==> config.mk <==
export PLATFORM = sky130hd
export DESIGN_NAME = mdu_iter
export DESIGN_NICKNAME = d
export VERILOG_FILES = /design/src/rtl/mdu_iter_pkg.sv /design/src/rtl/mdu_iter_divstep.sv /design/src/rtl/mdu_iter.sv
export SDC_FILE = /design/constraint.sdc
export NUM_CORES = 1
export LEC_CHECK = 0
export CAP_MARGIN = 20
export CORE_MARGIN = 4
export CORE_UTILIZATION = 45
export DETAILED_ROUTE_END_ITERATION = 7
export PLACE_DENSITY = 0.64
export SLEW_MARGIN = 40
export SYNTH_ARGS = -nofsm -noshare
export SYNTH_HDL_FRONTEND = slang
export SYNTH_HIERARCHICAL = 1
export SYNTH_SLANG_ARGS = --single-unit
==> constraint.sdc <==
create_clock -name clk -period 15 [get_ports clk]
set_input_delay 3 -clock clk [delete_from_list [all_inputs] [get_ports clk]]
set_output_delay 3 -clock clk [all_outputs]
set_load 0.02 [all_outputs]
==> src/rtl/mdu_iter_pkg.sv <==
// Shared definitions for the iterative multiply/divide unit (mdu_iter).
// Holds the op encodings, FSM state encodings and the iteration count.
package mdu_iter_pkg;

  localparam int MDU_ITER = 32;

  typedef enum logic [2:0] {
    OP_MULT  = 3'd0,
    OP_MULTU = 3'd1,
    OP_DIV   = 3'd2,
    OP_DIVU  = 3'd3,
    OP_MTHI  = 3'd4,
    OP_MTLO  = 3'd5
  } mdu_op_t;

  // FSM state encodings, kept as plain constants so the state register
  // stays a simple vector.
  typedef logic [1:0] mdu_state_t;
  localparam mdu_state_t ST_IDLE = 2'd0;
  localparam mdu_state_t ST_RUN  = 2'd1;
  localparam mdu_state_t ST_FIX  = 2'd2;

  // Magnitude of a 32-bit operand; 0x80000000 maps to itself, which is
  // the correct unsigned magnitude.
  function automatic logic [31:0] mag32(input logic [31:0] v, input logic is_signed);
    return (is_signed && v[31]) ? (~v + 32'd1) : v;
  endfunction

endpackage

==> src/rtl/mdu_iter_divstep.sv <==
// One restoring-division step: shift the next dividend bit into the
// partial remainder, subtract the divisor if it fits, shift in the
// quotient bit.
module mdu_iter_divstep
  import mdu_iter_pkg::*;
(
  input  logic [31:0] rem_i,
  input  logic [31:0] quot_i,
  input  logic [31:0] divisor_i,
  output logic [31:0] rem_o,
  output logic [31:0] quot_o
);

  logic [32:0] shifted;
  logic [32:0] diff;
  logic        fits;

  // The partial remainder is always below the divisor, so the shifted
  // value is below twice the divisor and bit 32 of the difference is a
  // clean borrow flag. With a zero divisor the result is discarded.
  always_comb begin
    shifted = {rem_i, quot_i[31]};
    diff    = shifted - {1'b0, divisor_i};
    fits    = ~diff[32];
    rem_o   = fits ? diff[31:0] : shifted[31:0];
    quot_o  = {quot_i[30:0], fits};
  end

endmodule

==> src/rtl/mdu_iter.sv <==
// Iterative multiply/divide unit with HI/LO registers for the E stage.
// Raises stall_req while busy and the pipeline wants the MDU or HI/LO.
// Build option: define MDU_FAST_MUL_EN for a single-cycle registered
// multiplier (MULT/MULTU finish in two cycles); DIV stays iterative.
//
// state    | meaning
// ---------+---------------------------------------------------------
// ST_IDLE  | waiting; MUL/DIV start here, MTHI/MTLO complete here
// ST_RUN   | one shift-add or restoring-subtract step per cycle
// ST_FIX   | signed result presented on hi/lo, done high, commit
module mdu_iter
  import mdu_iter_pkg::*;
#(
  parameter int ITER  = MDU_ITER,
  parameter int CNT_W = 6
) (
  input  logic        clk,
  input  logic        resetn,
  input  logic        req_valid,
  input  logic [2:0]  req_op,
  input  logic [31:0] a,
  input  logic [31:0] b,
  input  logic        rd_hilo,
  input  logic        flush,
  output logic        busy,
  output logic        stall_req,
  output logic        done,
  output logic [31:0] hi,
  output logic [31:0] lo
);

  mdu_state_t       state_q, state_d;
  logic [CNT_W-1:0] cnt_q, cnt_d;
  logic             is_div_q, is_div_d;
  logic             neg_q, neg_d;      // negate product / quotient
  logic             rneg_q, rneg_d;    // negate remainder
  logic             dz_q, dz_d;        // divide by zero
  logic [31:0]      a_q, a_d;          // original dividend for div-by-zero
  logic [31:0]      opnd_q, opnd_d;    // multiplicand or divisor magnitude
  logic [31:0]      acc_q, acc_d;      // product high half / remainder
  logic [31:0]      quo_q, quo_d;      // multiplier / quotient shift reg
  logic [31:0]      res_hi_q, res_hi_d;
  logic [31:0]      res_lo_q, res_lo_d;
  logic [31:0]      hi_q, hi_d;
  logic [31:0]      lo_q, lo_d;

  logic        accept, op_signed, a_neg, b_neg, last_step, show_res;
  logic [32:0] mul_sum;
  logic [31:0] mul_acc_n, mul_quo_n;
  logic [31:0] div_rem_n, div_quo_n;
  logic [63:0] prod_mag, prod_s;
  logic [31:0] quot_s, rem_s, fin_hi, fin_lo;

  mdu_iter_divstep u_divstep (
    .rem_i     (acc_q),
    .quot_i    (quo_q),
    .divisor_i (opnd_q),
    .rem_o     (div_rem_n),
    .quot_o    (div_quo_n)
  );

  // Shift-add multiply step and the final signed results.
  always_comb begin
    mul_sum   = {1'b0, acc_q} + {1'b0, (quo_q[0] ? opnd_q : 32'd0)};
    mul_acc_n = mul_sum[32:1];
    mul_quo_n = {mul_sum[0], quo_q[31:1]};
`ifdef MDU_FAST_MUL_EN
    prod_mag  = 64'(opnd_q) * 64'(quo_q);
    last_step = is_div_q ? (cnt_q == CNT_W'(ITER - 1)) : 1'b1;
`else
    prod_mag  = {mul_acc_n, mul_quo_n};
    last_step = (cnt_q == CNT_W'(ITER - 1));
`endif
    prod_s = neg_q  ? (~prod_mag + 64'd1) : prod_mag;
    quot_s = neg_q  ? (~div_quo_n + 32'd1) : div_quo_n;
    rem_s  = rneg_q ? (~div_rem_n + 32'd1) : div_rem_n;
    if (is_div_q) begin
      fin_hi = dz_q ? a_q : rem_s;
      fin_lo = dz_q ? 32'hFFFF_FFFF : quot_s;
    end else begin
      fin_hi = prod_s[63:32];
      fin_lo = prod_s[31:0];
    end
  end

  // Request decode and next-state logic.
  always_comb begin
    accept    = (state_q == ST_IDLE) && req_valid && !flush;
    op_signed = ~req_op[0];
    a_neg     = op_signed & a[31];
    b_neg     = op_signed & b[31];

    state_d  = state_q;
    cnt_d    = cnt_q;
    is_div_d = is_div_q;
    neg_d    = neg_q;
    rneg_d   = rneg_q;
    dz_d     = dz_q;
    a_d      = a_q;
    opnd_d   = opnd_q;
    acc_d    = acc_q;
    quo_d    = quo_q;
    res_hi_d = res_hi_q;
    res_lo_d = res_lo_q;
    hi_d     = hi_q;
    lo_d     = lo_q;

    case (state_q)
      ST_IDLE: begin
        if (accept) begin
          if (!req_op[2]) begin
            state_d  = ST_RUN;
            cnt_d    = '0;
            is_div_d = req_op[1];
            neg_d    = a_neg ^ b_neg;
            rneg_d   = a_neg;
            dz_d     = (b == 32'd0);
            a_d      = a;
            acc_d    = 32'd0;
            opnd_d   = req_op[1] ? mag32(b, op_signed) : mag32(a, op_signed);
            quo_d    = req_op[1] ? mag32(a, op_signed) : mag32(b, op_signed);
          end else if (req_op == OP_MTHI) begin
            hi_d = a;
          end else if (req_op == OP_MTLO) begin
            lo_d = a;
          end
        end
      end
      ST_RUN: begin
        if (flush) begin
          state_d = ST_IDLE;
        end else begin
          acc_d = is_div_q ? div_rem_n : mul_acc_n;
          quo_d = is_div_q ? div_quo_n : mul_quo_n;
          cnt_d = cnt_q + CNT_W'(1);
          if (last_step) begin
            res_hi_d = fin_hi;
            res_lo_d = fin_lo;
            state_d  = ST_FIX;
          end
        end
      end
      ST_FIX: begin
        state_d = ST_IDLE;
        if (!flush) begin
          hi_d = res_hi_q;
          lo_d = res_lo_q;
        end
      end
      default: state_d = ST_IDLE;
    endcase
  end

  // State and datapath registers.
  always_ff @(posedge clk or negedge resetn) begin
    if (!resetn) begin
      state_q  <= ST_IDLE;
      cnt_q    <= '0;
      is_div_q <= 1'b0;
      neg_q    <= 1'b0;
      rneg_q   <= 1'b0;
      dz_q     <= 1'b0;
      a_q      <= 32'd0;
      opnd_q   <= 32'd0;
      acc_q    <= 32'd0;
      quo_q    <= 32'd0;
      res_hi_q <= 32'd0;
      res_lo_q <= 32'd0;
      hi_q     <= 32'd0;
      lo_q     <= 32'd0;
    end else begin
      state_q  <= state_d;
      cnt_q    <= cnt_d;
      is_div_q <= is_div_d;
      neg_q    <= neg_d;
      rneg_q   <= rneg_d;
      dz_q     <= dz_d;
      a_q      <= a_d;
      opnd_q   <= opnd_d;
      acc_q    <= acc_d;
      quo_q    <= quo_d;
      res_hi_q <= res_hi_d;
      res_lo_q <= res_lo_d;
      hi_q     <= hi_d;
      lo_q     <= lo_d;
    end
  end

  // Outputs: in FIX the result is forwarded so hi/lo are valid in the
  // done cycle; a flush in FIX drops both the result and done.
  always_comb begin
    busy      = (state_q != ST_IDLE);
    stall_req = busy && (req_valid || rd_hilo);
    show_res  = (state_q == ST_FIX) && !flush;
    done      = show_res;
    hi        = show_res ? res_hi_q : hi_q;
    lo        = show_res ? res_lo_q : lo_q;
  end

endmodule

After elaboration in Yosys (flattened, before gate mapping)
Index checks and enable logic that the tools add are counted.
Widths: inputs -> output; s select.
Word-level totals
  bits in registers: 268
  output and inout bits: 67
Operators by class
  add/subtract/negate cells: 8
  equal/unequal tests: 14
  muxes and demuxes: 45
  bitwise logic cells: 12
  reductions and logical operators: 19
Operators with widths (number)
  $mux 32: 31
  $pmux 32 s2: 4
  $add 32x1->32 const B: 4
  $not 32->32: 4
  $add 64x1->64 const B: 1
  $mux 64: 1
  $not 64->64: 1
  $add 32x32->33: 1
  $sub 33x32->33: 1
  $logic_not 32->1: 1
  $mux 6: 3
  $ne 2x2->1 const B: 6
  $pmux 6 s2: 1
  $reduce_and 3->1: 3
  $mux 2: 4
  $add 6x1->6 const B: 1
  $eq 3x3->1 const B: 2
  $eq 6x5->1 const B: 1
  $logic_and 1x1->1: 6
  $reduce_and 6->1: 1
  $reduce_bool 2->1: 3
  $reduce_and 5->1: 1
  $ne 2x1->1 const B: 2
  $not 1->1: 4
  other kinds (10): 11

Longest topological paths before layout
Gate-level depths: netlist of the first run.
  depth after elaboration: 7
  gate-level depth with buffers: 25
  depth with buffers taken out: 24

Modules after synthesis
Netlist of the first run, hierarchy kept.
Modules (own cells, without submodules)
  mdu_iter: times used 1, cells an instance 2474, area an instance 19482.4 µm², sequential area each 6706.4 µm²
  mdu_iter_divstep: times used 1, cells an instance 337, area an instance 2598.7 µm², sequential area each 0.0 µm²

Worst setup path after synthesis of the first run
Ideal clock, no wire load.
  path type: input-to-output
  start: input port flush
  end: output port lo[22]
  arrival time: 4.407 ns
  data required time: 12.000 ns
  slack: 7.593 ns
  stages: 4
  cells stage by stage: nor2b_1 clkbuf_1 clkbuf_1 mux2_2
On the way
  longest elaborated chain between the ends: 3
RTL lines
  from (decl): RTL line mdu_iter.sv:24  | input logic flush,
  $logic_not 1->1: RTL line mdu_iter.sv:194  | show_res = (state_q == ST_FIX) && !flush;
  $logic_and 1x1->1: RTL line mdu_iter.sv:194
  net done: RTL line mdu_iter.sv:27  | output logic done,
  $mux 32: RTL line mdu_iter.sv:197  | lo = show_res ? res_lo_q : lo_q;
  to (decl): RTL line mdu_iter.sv:29  | output logic [31:0] lo
The timed path passes the listed nets, and every way through them passes these cells.

Worst setup path after layout of the first run
  start: input port flush
  end: output port lo[8]
On the way
  longest elaborated chain between the ends: 3
RTL lines (RTL line)
  $logic_not 1->1: mdu_iter.sv:194
  $logic_and 1x1->1: mdu_iter.sv:194
  $mux 32: mdu_iter.sv:197
Every way passes these cells.

==> summary.md, run 1 <==
| Metric | Value |
|---|---|
| Outcome | `finished, final reports clean` |
| Initial antenna violation count | `1` |
| Maximum root-to-sink buffer count | `3` |
| Worst setup path endpoint | `lo[8]` |
| PnR Total Power | `4.899 mW` |
| Core region area | `48150 µm²` |
| Global-route wire length before repair | `121.8 mm` |
| Worst path buffer plus inverter count | `3` |
| DRC viols | `0` |
| Count of standard-cell rows | `80` |
| Overall die width | `229.5 µm` |
| Yosys cell types | `100` |
| Reg2reg end | `res_hi_q[29]` |
| Fraction of final layout cells with drive strength greater than 1 | `8.106%` |
| Count of cell instances traversed by the critical path | `5` |
| Total global routing overflow | `0` |
| Total of warnings raised by yosys | `6` |
| Router iterations before antenna repair | `6` |
| Transition time at the pin with the least slew margin | `0.9219 ns` |
| ANT cells | `0` |
| Post-CTS Hold Fix Bufs | `0` |
| Share of total power in the clock network | `15.8%` |
| Seq/Total Area, Yosys | `30.37%` |
| Classification of the worst setup path | `in -> out` |
| Worst-path cell chain | `clkdlybuf4s50_1 > nor2b_4 > buf_4 > mux2_2 > clkdlybuf4s50_1` |
| Critical Path AT | `5.39 ns` |
| Post-CTS sizing | `0` |
| Pin count of the biggest net entering global routing | `99` |
| Estimated wirelength of the detail-placed design | `61.62 mm` |
| Fillcell total | `4745` |
| Number of top-level pins | `139` |
| Detailed-route wire length per cell | `23.11 µm` |
| Endpoint class of the critical path | `primary output` |
| Net count reported at finish | `2946` |
| Most frequent standard cell in the layout excluding fill and tap cells | `nand2_1` |
| Critical register-to-register path startpoint | `quo_q[31]` |
| Worst reg2reg setup slack | `7.84 ns` |
| Post CTS Setup Buffer Count | `0` |
| Clock root cell | `clkbuf_16` |
| CP startpoint kind | `input pin` |
| Flop pwr share | `22.4%` |
| Cell Area, Synth | `22080 µm²` |
| Die ar. | `52680 µm²` |
| Source-to-sink clock delay at the later pin of the worst-skew pair | `0.58 ns` |
| Fraction of registers with async set or reset after synthesis | `100.0%` |
| Power Internal | `2.534 mW` |
| Static leakage power | `10.30 nW` |
| Yosys top cell by area | `dfrtp_1` |
| Storage cell area | `6714 µm²` |
| Setup skew after layout | `0.009912 ns` |
| RSZ-0062 raised after global routing | `false` |
| Rel. slew slack | `37.89%` |
| Synthesized instance count | `2811` |
| Clock tree from TritonCTS | `yes` |
| Top flip-flop cell by instance count after synthesis | `dfrtp_1` |
| Vias in the first global route | `19920` |
| Tcrit/Tclk final | `55.95%` |
| Peak ir drop on the vdd network | `95.59 µV` |
| Critical path startpoint | `flush` |
| Area growth from synthesis to layout | `11.50%` |
| Net switching power | `2.366 mW` |
| Clock transition at the registers of the reported paths | `0.06 ns` |
| Critical Path Slowest Stage Cell | `buf_4` |
| Worst min-delay path class | `reg -> reg` |
| Number of enable-type register cells in the synthesized netlist | `0` |
| Crit-path leading delay family | `buffers and inverters` |
| Critical Path Max Stage Delay | `0.62 ns` |
| Total number of vias | `21230` |
| Number of input and output port buffers inserted | `138` |
| Placed cell areas | `23570 µm²` |
| Maximum clock frequency | `119.2 MHz` |
| Finished Cell Area | `24620 µm²` |
| H-tree level count | `1` |
| Required @ worst endpoint | `12.00 ns` |
| CP dominant cell by count | `clkdlybuf4s50_1` |
| Area taken by multi-input logic gates | `14200 µm²` |
| Post-synth net total | `2955` |
| Max-Cap Viols | `0` |
| Combinational share of power | `61.8%` |
| DR vias/cell | `6.099` |
| Worst Hold Path Cells | `2` |
| Finish-stage setup viols | `0` |
| Routability cong. | `0.9759` |
| Overall global routing resource usage | `29.31%` |
| Fraction of post-synthesis cell area in the top cell type by area | `30.37%` |
| Clock buffers created by TritonCTS | `31` |
| Starting utilization of the core area | `45.86%` |
| Power density normalized to cell area | `199.0 nW/µm²` |
| Total of flip-flops plus latches after synthesis | `268` |
| Switching part of the total power | `48.29%` |
| Crit Path Max Fanout | `66` |
| Worst Reg-to-Reg Cells | `23` |
| Avg Inst Size Synth | `7.855 µm²` |
| Sum of negative setup slack | `0 ns` |
| Starting DRT DRC Count | `2320` |
| Dominant cells by area after synthesis | `dfrtp_1 (30%), a21oi_1 (7.3%), nand2_1 (6.5%), o21ai_0 (6.2%), xnor2_1 (5.4%)` |
| DRT antenna net count | `0` |
| Post-layout min period | `8.392 ns` |
| Number of clock sinks seen by CTS | `268` |
| Most frequent cells in the layout | `nand2_1 (383), a21oi_1 (319), o21ai_0 (272), dfrtp_1 (264), nor2_1 (258)` |
| Final Routed Wirelength | `80.44 mm` |
| Final Slew Violations | `0` |
| Height of the chip | `229.5 µm` |
| Final number of hold-violating endpoints | `0` |
-- kinds of logic (layout without fill, tap and decap cells) --
kind of cell | after synthesis | count (layout) | share of synthesized area (%)
AOI/OAI and AO/OA | 866 | 866 | 23.23
xor gates and xnor gates | 219 | 219 | 8.687
adders and majority gates | 72 | 72 | 4.148
buffers and inverters | 271 | 285 | 5.587
DFF | 268 | 268 | 30.37
muxes | 151 | 151 | 7.752
and+or+nand+nor | 964 | 964 | 20.22
-- worst min-delay path by stage --
stage,from,to,slack (ns)
final,a_q[26],a_q[26],0.47
after global routing,a_q[26],a_q[26],0.49
after CTS,a_q[26],a_q[26],0.47
after detailed placement,a_q[26],a_q[26],0.45
after global placement,a_q[26],a_q[26],0.45
after floorplan,a_q[26],a_q[26],0.44
-- registers in the layout (all words and copies together) (netlist names), 2 cells and up --
register / flops
a_q: 32
cnt_q: 6
lo_q: 32
acc_q: 32
res_hi_q: 32
state_q: 2
opnd_q: 32
quo_q: 32
hi_q: 32
res_lo_q: 32
-- cell type report --
type                       instances  area share (%)
multi-input combinational       2272           57.69
inverter                          65           1.021
clock buffer                      43           3.659
tap                              656           3.334
clock inverter                    13          0.5336
timing repair buffer             164           6.489
sequential                       268           27.27
-- synth_stat cells (6+ instances only) --
cell and n:
a31oi_1 17, o41ai_1 20, o22ai_1 27, or2_2 10, dfrtp_1 268, mux2_2 74, o21ai_0 273, a211oi_1 15
clkbuf_1 151, and2_1 37, ha_1 70, xnor2_1 135, o211ai_1 20, o21a_1 22, xor2_1 84, o311ai_0 6
and3_1 13, a21oi_1 320, a21o_1 28, o21bai_1 8, mux2i_1 57, nor3b_1 7, nand4_1 24, mux2_4 19
nor2b_1 39, nand2b_1 15, buf_4 35, or3_1 26, nand3_1 52, o31ai_1 43, nor3_1 37, nand2_1 384
nor4_1 14, buf_1 13, nor2_1 259, inv_1 63, or4_1 16
-- tightest hold or removal path, cell delays in order (launching register included) --
cell,delay [ns]
dfrtp_1,0.33
nand2_1,0.05
nand2_1,0.06
-- per-layer routing --
layer / part of all wire, % / GRT usage (%) / vias to the layer above
li1: - / - / 9930
met1: 44 / 41.71 / 10310
met2: 44 / 45.82 / 870
met3: 8.2 / 5.517 / 118
met4: 3.1 / 7.950 / 2
met5: 0.0099 / 0 / -
-- stage by stage --
step / instances / util [%] / worst slack (ns) / hold slack (ns)
4_1_cts: 3481 / 51.10 / 6.636 / 0.4693
3_5_place_dp: 3425 / 48.95 / 6.639 / 0.4537
6_report: 3481 / 51.14 / 6.608 / 0.4730
2_1_floorplan: 2811 / - / 7.593 / 0.4369
3_3_place_gp: 3425 / 48.92 / 6.765 / 0.4491
5_1_grt: 3481 / 51.14 / 6.556 / 0.4937
-- power groups by stage --
| stage | Sequential (mW) | Combinational (mW) | Clock (mW) |
|---|---|---|---|
| 2_1_floorplan | 0.995 | 2.27 | 0 |
| 3_3_place_gp | 1.10 | 2.92 | 0 |
| 3_5_place_dp | 1.10 | 2.97 | 0 |
| 4_1_cts | 1.09 | 2.98 | 0.782 |
| 5_1_grt | 1.12 | 3.28 | 0.814 |
| 6_report | 1.10 | 3.03 | 0.776 |
Power figures use the tool's default switching activity.
==> run 2: changes to the inputs <==
--- a/config.mk
+++ b/config.mk
@@ -9,7 +9,7 @@
 export CORE_MARGIN = 4
 export CORE_UTILIZATION = 45
 export DETAILED_ROUTE_END_ITERATION = 7
-export PLACE_DENSITY = 0.64
+export PLACE_DENSITY = 0.67
 export SLEW_MARGIN = 40
 export SYNTH_ARGS = -nofsm -noshare
 export SYNTH_HDL_FRONTEND = slang
==> constraint.sdc (replaced) <==
create_clock -name clk -period 7.2 [get_ports clk]
set_input_delay 1.44 -clock clk [delete_from_list [all_inputs] [get_ports clk]]
set_output_delay 1.44 -clock clk [all_outputs]
set_load 0.02 [all_outputs]
==> summary.md, run 2 (same netlist as run 1, synthesis figures left out) <==
| Metric | Value |
|---|---|
| Outcome | `finished, final reports clean` |
| Worst reg2reg setup slack | `0.93 ns` |
| Worst Reg-to-Reg Cells | `22` |
| Endpoint class of the critical path | `register` |
| Clock transition at the registers of the reported paths | `0.06 ns` |
| Number of clock sinks seen by CTS | `268` |
| Global-route wire length before repair | `124.9 mm` |
| Clock tree from TritonCTS | `yes` |
| Max-Cap Viols | `0` |
| Maximum clock frequency | `159.5 MHz` |
| Most frequent cells in the layout | `nand2_1 (383), a21oi_1 (319), o21ai_0 (271), dfrtp_1 (265), nor2_1 (258)` |
| Routability cong. | `0.9878` |
| Area growth from synthesis to layout | `13.15%` |
| Post-layout min period | `6.271 ns` |
| Setup skew after layout | `0.02231 ns` |
| Critical Path AT | `6.70 ns` |
| Worst min-delay path class | `reg -> reg` |
| DRC viols | `0` |
| Number of top-level pins | `139` |
| Overall die width | `229.5 µm` |
| Final Instance Count excl. Fillers | `3498` |
| Die ar. | `52680 µm²` |
| Estimated wirelength of the detail-placed design | `62.08 mm` |
| Peak ir drop on the vdd network | `259.2 µV` |
| WHS Endpoint | `hi_q[23]` |
| Initial antenna violation count | `2` |
| Rel. slew slack | `43.03%` |
| Power density normalized to cell area | `429.0 nW/µm²` |
| Starting utilization of the core area | `45.86%` |
| Core region area | `48150 µm²` |
| Net count reported at finish | `2960` |
| Critical register-to-register path startpoint | `opnd_q[0]` |
| Static leakage power | `10.48 nW` |
| DR vias/cell | `6.106` |
| Vias in the first global route | `20260` |
| Clock root cell | `clkbuf_16` |
| Most frequent standard cell in the layout excluding fill and tap cells | `nand2_1` |
| Transition time at the pin with the least slew margin | `0.8546 ns` |
| Pin count of the biggest net entering global routing | `133` |
| Post-CTS Hold Fix Bufs | `0` |
| Total global routing overflow | `0` |
| Post CTS Setup Buffer Count | `0` |
| Post-CTS sizing | `0` |
| Final Slew Violations | `0` |
| Finished Cell Area | `24980 µm²` |
| Tcrit/Tclk final | `87.09%` |
| Total number of vias | `21360` |
| DRT antenna net count | `0` |
| PnR Total Power | `10.72 mW` |
| Fillcell total | `4616` |
| Worst Hold Path Cells | `2` |
| Starting DRT DRC Count | `2112` |
| Placed Cells incl. Taps | `3434` |
| Source-to-sink clock delay at the later pin of the worst-skew pair | `0.56 ns` |
| RSZ-0062 raised after global routing | `false` |
| Final number of hold-violating endpoints | `0` |
| Maximum root-to-sink buffer count | `3` |
| Crit Path Max Fanout | `27` |
| Overall global routing resource usage | `30.26%` |
| H-tree level count | `2` |
| Number of input and output port buffers inserted | `138` |
| Router iterations before antenna repair | `5` |
| Post-route worst hold slack | `0.4737 ns` |
| Hold_sp | `hi_q[23]` |
| Fraction of final layout cells with drive strength greater than 1 | `8.726%` |
| ANT cells | `0` |
| Finish-stage setup viols | `0` |
| Reg2reg end | `res_hi_q[29]` |
| CP startpoint kind | `register` |
| Required @ worst endpoint | `7.63 ns` |
| Count of standard-cell rows | `80` |
| Clock buffers created by TritonCTS | `34` |
| Detailed-route wire length per cell | `23.50 µm` |
| Final Routed Wirelength | `82.19 mm` |
| Placed cell areas | `23660 µm²` |
| Height of the chip | `229.5 µm` |
| Sum of negative setup slack | `0 ns` |
| Classification of the worst setup path | `reg -> reg` |
==> run 2: changes by cell type in the layout (fill, tap and decap cells not counted), sizes merged <==
cell / previous run / this run
bufinv: 2 / 8
buf: 28 / 39
clkinvlp: 2 / 1
inv: 65 / 66
==> run 2: stage by stage <==
step,setup slack [ns],util [%]
CTS,1.011,51.77
detailed placement,1.045,49.15
global route,0.6473,51.89
floorplan,1.480,-
finish,0.9294,51.89
global placement,1.099,49.08
==> run 2: layout make-up <==
class	instances	area (µm²)	share of cell area, %
multi-input cells	2272	14200	56.86
repair buffers	175	1729	6.921
flip-flops and latches	268	6713	26.87
inverters	65	251.5	1.007
clock buffers	43	944.7	3.781
well taps	656	820.8	3.285
clock inverters	19	320.3	1.282
==> run 2: worst max-delay path: stages, from the launching register on <==
cell       delay [ns]
dfrtp_1          0.40
ha_1             0.22
fa_1             0.42
and2b_1          0.27
o2111ai_2        0.14
a21oi_2          0.23
o2111ai_1        0.30
a211oi_2         0.37
nor2_4           0.10
mux2i_4          0.20
and2_4           0.23
inv_8            0.25
mux2_4           0.35
or4_1            0.61
or4_1            0.52
or3_1            0.40
nand2b_1         0.22
o31ai_1          0.30
xnor2_1          0.12
a22oi_1          0.18
o211ai_1         0.13
nor3_2           0.15
o21ai_2          0.06
==> run 2: how the worst max path moves through the flow <==
stage | from | to | cells past startpoint
floorplan | quo_q[31] | res_hi_q[29] | 25
global placement | quo_q[31] | res_hi_q[31] | 23
detailed placement | quo_q[31] | res_hi_q[29] | 23
CTS | quo_q[31] | res_hi_q[29] | 23
global route | quo_q[31] | res_hi_q[29] | 24
finish | opnd_q[0] | res_hi_q[29] | 22
==> run 2: layer usage <==
| layer | track usage (%) | routed length, µm | vias to the layer above |
|---|---|---|---|
| met1 | 42.31 | 36040 | 10290 |
| li1 | - | - | 9969 |
| met5 | 0 | 12 | - |
| met3 | 5.765 | 6594 | 158 |
| met4 | 12.65 | 3792 | 2 |
| met2 | 45.97 | 35750 | 946 |
==> run 2: power by group <==
| group | internal [mW] | total [mW] | switching [mW] |
|---|---|---|---|
| sequential | 1.83 | 2.25 | 0.423 |
| combinational | 2.56 | 6.52 | 3.96 |
| clock | 1.22 | 1.94 | 0.722 |
| total | 5.61 | 10.7 | 5.10 |
==> run 3: changes to the inputs <==
--- a/config.mk
+++ b/config.mk
@@ -10,6 +10,7 @@
 export CORE_UTILIZATION = 45
 export DETAILED_ROUTE_END_ITERATION = 7
 export PLACE_DENSITY = 0.67
+export SETUP_SLACK_MARGIN = 0.1
 export SLEW_MARGIN = 40
 export SYNTH_ARGS = -nofsm -noshare
 export SYNTH_HDL_FRONTEND = slang
==> results of run 3 <==
No change in the layout: final DEF, timing and power equal those of run 2.
